$ cat config.mk
export PLATFORM = sky130hd
export DESIGN_NAME = hsv_core_issue_scoreboard
export DESIGN_NICKNAME = d
export VERILOG_FILES = /design/src/rtl/hsv_core_pkg.sv /design/src/rtl/hsv_core_issue_scoreboard.sv
export SDC_FILE = /design/constraint.sdc
export NUM_CORES = 1
export LEC_CHECK = 0
export BUFFER_PORTS_ARGS = -buffer_cell sky130_fd_sc_hd__buf_2
export CAP_MARGIN = 15
export CORE_MARGIN = 1
export CORE_UTILIZATION = 47
export DETAILED_ROUTE_END_ITERATION = 8
export PLACE_DENSITY = 0.84
export SLEW_MARGIN = 25
export SYNTH_ARGS = -nofsm -noshare
export SYNTH_HDL_FRONTEND = slang
export SYNTH_SLANG_ARGS = --single-unit
export TNS_END_PERCENT = 100
$ cat constraint.sdc
create_clock -name clk_core -period 2.3 [get_ports clk_core]
set_input_delay 0.115 -clock clk_core [delete_from_list [all_inputs] [get_ports clk_core]]
set_output_delay 0.115 -clock clk_core [all_outputs]
set_load 0.01 [all_outputs]
$ cat src/rtl/hsv_core_pkg.sv
// hsv_core_pkg: shared core types and the register-index to reg_mask decode.
package hsv_core_pkg;
  localparam int RegAmount = 31;
  typedef logic [RegAmount-1:0] reg_mask;
  typedef struct packed {
    logic [31:0] pc;
    logic [6:0]  opcode;
    logic [4:0]  rd;
    logic [4:0]  rs1;
    logic [4:0]  rs2;
  } issue_data_t;
  // x0 is never tracked, so index 0 decodes to an empty mask.
  function automatic reg_mask reg_decode(input logic [4:0] idx);
    reg_decode = '0;
    if (idx != 5'd0) reg_decode[idx - 5'd1] = 1'b1;
  endfunction
endpackage

$ cat src/rtl/hsv_core_issue_scoreboard.sv
// hsv_core_issue_scoreboard: holds issue on register hazards against outstanding writes,
// tracks pending destinations and counts hazard-stall cycles.
module hsv_core_issue_scoreboard
  import hsv_core_pkg::*;
(
  input  logic        clk_core,
  input  logic        rst_core_n,
  input  logic        flush_req,
  input  logic        stall_i,
  input  logic        valid_i,
  input  issue_data_t issue_data_i,
  input  reg_mask     mask_i,
  input  reg_mask     rd_mask_i,
  input  logic        wb_valid_i,
  input  logic [4:0]  wb_rd_addr_i,
  output logic        stall_o,
  output logic        valid_o,
  output issue_data_t out,
  output reg_mask     pending_o,
  output logic [31:0] hazard_cycles_o
);
  reg_mask     pending;
  reg_mask     wb_clr;
  logic        hazard;
  logic        fire;
  logic [31:0] hazard_cnt;
  // Hazard looks only at the registered pending set; a same-cycle writeback does not bypass.
  assign hazard          = valid_i & |(mask_i & pending);
  assign stall_o         = stall_i | hazard;
  assign fire            = valid_i & ~hazard & ~stall_i & ~flush_req;
  assign wb_clr          = wb_valid_i ? reg_decode(wb_rd_addr_i) : '0;
  assign pending_o       = pending;
  assign hazard_cycles_o = hazard_cnt;
  always_ff @(posedge clk_core or negedge rst_core_n) begin
    if (!rst_core_n) begin
      pending    <= '0;
      valid_o    <= 1'b0;
      out        <= '0;
      hazard_cnt <= '0;
    end else begin
      pending <= flush_req ? '0 : (pending & ~wb_clr) | (fire ? rd_mask_i : '0);
      valid_o <= flush_req ? 1'b0 : stall_i ? valid_o : fire;
      if (fire) out <= issue_data_i;
      if (hazard & ~flush_req) hazard_cnt <= hazard_cnt + 32'd1;
    end
  end
endmodule

==> results summary <==
The flow ran to the end, but the final reports show violations. The final reports fail on setup timing. The upper clock frequency limit is approximately 430 MHz. The detail-routed via count per cell is between 5 and 6. Of the total power, registers draw 0.342.

The post-layout utilization of the core is 0.793. Setup repair after global routing could not meet its margin everywhere. The worst setup path is captured at an output pin. The count of input and output buffers is between 200 and 250.

The clock share of power is 0.305. The final hold violation count came to 0. The most common cell after layout, fill and taps aside is buf_2. The average detailed-routed wire length per instance came out at around 22 µm. The violation count after the first detailed-routing iteration is approximately 380.

The final period demand of the worst path came out at 2.31 ns. Fill cells in the final layout number approximately 610. The highest net fanout along the worst path is 3. The buffer depth of the longest clock path came out at 2. The number of buffers added by the clock tree synthesis step came out at 17. The number of instances in the synthesized netlist is about 450. The maximum ir drop on the vdd rail is 0.729 mV. The distinct cell type count after synthesis is 37.

The summed instance area of the synthesized netlist is around 5200 µm². The net count after synthesis came out at 579. The cell sitting at the root of the clock tree is a clkbuf_8. The CTS tree is yes. The setup path with the least slack is of type flop to output pin. The critical path arrival came out at about 2.2 ns.

The power density normalized to cell area came out at between 1000 and 1500 nW/µm². The initial utilization of the core area, before any placement, comes to 0.494. The clock latency on the worst-skew pair is 0.52 ns. Before antenna repair, the detailed router went through 5 iterations. The portion of total power attributed to combinational logic came out at 0.353. The routed via count came out at about 5500. The mean instance size in the synthesized netlist came out at between 10 and 15 µm². The initial antenna violation count is 0. The required time reported for the critical path endpoint came out at 2.18 ns. The worst min-delay path class is input port to flop. The worst slack at placement is about 0.044 ns.

The placer congestion estimate came out at 0.926. The final net count is roughly 930. The final worst hold slack came out at 0.0176 ns. The diode insertion count for antenna repair came out at 0. For this run, the number of Yosys warnings is 0. Synthesis inferred ~120 register bits. The worst setup path is launched from a flop. The proportion of layout cells with a drive suffix above 1 came out at 0.394. The first global-routing pass estimated roughly 30000 µm of wire. The overall die area is roughly 11000 µm². The setup slack after layout is -0.0140 ns. The proportion of register bits with asynchronous set or reset after synthesis came out at 1.00. The maximum level of the CTS H-tree is 4.

Counting flops with a built-in enable in the synthesized netlist gives 0. Among all flip-flop cells after synthesis, the most frequent one is dfrtp_1. Summed over all cells, the static leakage comes to 4.19 nW. The count of final max-slew check failures came to 0. The share of the Yosys chip area taken by registers is 0.569.

Clock-pin slew was measured on the worst setup and hold paths at around 0.060 ns. The worst clock skew on the final layout came out at around 0.014 ns. For this design the top-level I/O count stands at 246. The clock sink count came out at 118. The net switching power figure came out at 3.18 mW. The DRC violation count after routing is 0.

Summed over all layers, the routed wires come to between 20000 and 25000 µm. The number of global-route vias before repair came to ~5600. The transition at the pin with the smallest max-transition slack came out at between 0.8 and 0.9 ns. Max-cap violations in this run came to 0.

The switching fraction of total power came out at 0.344. The share of the cycle needed by the critical path after routing came out at 1.01. The half-perimeter wire length after detailed placement came out at ~11000 µm. The area growth from synthesis to layout is 60.7%. The pin count of the biggest net entering global routing came out at 69. The headroom to the max-slew limit is 0.456. The overall global routing resource usage is 0.352. The overflow left after global routing came out at 0.

The detail route stage leaves a number of antenna-violating nets equal to 0. From left edge to right edge, the die measures 107 µm. The standard cell core area came out at between 10000 and 15000 µm². In the layout the commonest cells are buf_2 (244), dfrtp_1 (118), dlygate4sd3_1 (88). The setup violation total in the final timing report came out at 2. The floorplan has 37 rows.

The floorplan die height is between 100 and 150 µm. The cell-internal power came out at a little over 6 mW.
state kept, by name, indices dropped and copies added (netlist names):
name / count
pending_o: 31
hazard_cycles_o: 32
valid_o: 1
out: 54
worst paths after layout:
| kind | from | end | slack [ns] | depth (start not counted) |
|---|---|---|---|---|
| max | pending_o[12] | stall_o | -0.01 | 7 |
| min | wb_rd_addr_i[4] | pending_o[15] | 0.02 | 4 |
| max reg2reg | pending_o[12] | out[26] | -0.01 | 8 |
| min reg2reg | hazard_cycles_o[31] | hazard_cycles_o[31] | 0.48 | 1 |
| max in group asynchronous | rst_core_n | pending_o[3] | 1.28 | 3 |
| min in group asynchronous | rst_core_n | out[5] | 0.19 | 2 |
repair_timing:
action / in CTS / in global routing
resized for setup: 3 / 12
hold endpoints to repair: 136 / 0
hold buffers: 88 / 0
cloned: 2 / 4
pin swaps: 3 / 3
setup buffers: 3 / 3
setup endpoints to repair: 1 / 51
cells in the mapped netlist (5+ instances only):
cell type | instances | area share
mux2_1 | 49 | 0.11
mux2_2 | 6 | 0.013
a21oi_1 | 32 | 0.031
nand3b_1 | 6 | 0.0087
a22oi_1 | 8 | 0.012
nand3_1 | 47 | 0.045
o21ai_0 | 33 | 0.032
nor2_1 | 15 | 0.011
nand4_1 | 9 | 0.011
dfrtp_1 | 118 | 0.57
buf_2 | 9 | 0.0087
xor2_1 | 27 | 0.046
nor4_1 | 15 | 0.018
clkbuf_1 | 15 | 0.011
xnor2_1 | 5 | 0.0084
nor3_1 | 11 | 0.011
nand2_1 | 16 | 0.012
kinds of logic (layout without fill, tap and decap cells):
group / count (synthesis) / in the layout / share of synthesized area
buffers and inverters: 26 / 389 / 0.0210
AND/OR/NAND/NOR: 136 / 136 / 0.143
XOR/XNOR: 32 / 32 / 0.0540
multiplexers: 55 / 55 / 0.119
adder cells (fa/ha/maj): 1 / 1 / 0.00241
AO/OA/AOI/OAI: 83 / 83 / 0.0912
flip-flops: 118 / 118 / 0.569
power by group through the flow:
stage	registers (mW)	clock network [mW]	logic, mW
final	3.16	2.82	3.26
after global routing	3.19	2.93	3.43
after CTS	3.05	2.81	2.94
after detailed placement	3.07	0	2.41
after global placement	3.03	0	2.31
after floorplan	3.31	0	0.993
metrics by stage:
step	std cells	TNS [ns]	area (µm²)	power [mW]
after floorplan	451	0	5190	4.30
after global placement	818	0	6600	5.33
after detailed placement	818	0	6600	5.48
after CTS	943	0	8210	8.79
after global routing	950	-1.27	8330	9.55
final	950	-0.0261	8330	9.24
cell type report:
class                      instances  area (µm²)  area share
clock inverter                    14         199      0.0239
multi-input combinational        307        2160       0.260
clock buffer                      18         428      0.0513
sequential                       118        2950       0.354
tap                              136         170      0.0204
inverter                           2        7.51    0.000901
timing repair buffer             355        2410       0.289
metal layers:
metal,track usage,wire (µm)
met1,0.414,7630
met2,0.593,10200
met3,0.0948,1770
met4,0.172,956
met5,0,0
critical path, stage by stage, from the launching register on:
cell      delay [ns]
dfrtp_1         0.40
a22o_1          0.24
a221oi_2        0.21
nand4_1         0.18
nor3_4          0.32
buf_12          0.15
o21bai_1        0.05
buf_2           0.13
Note: power is estimated with default switching activity, not from simulation.
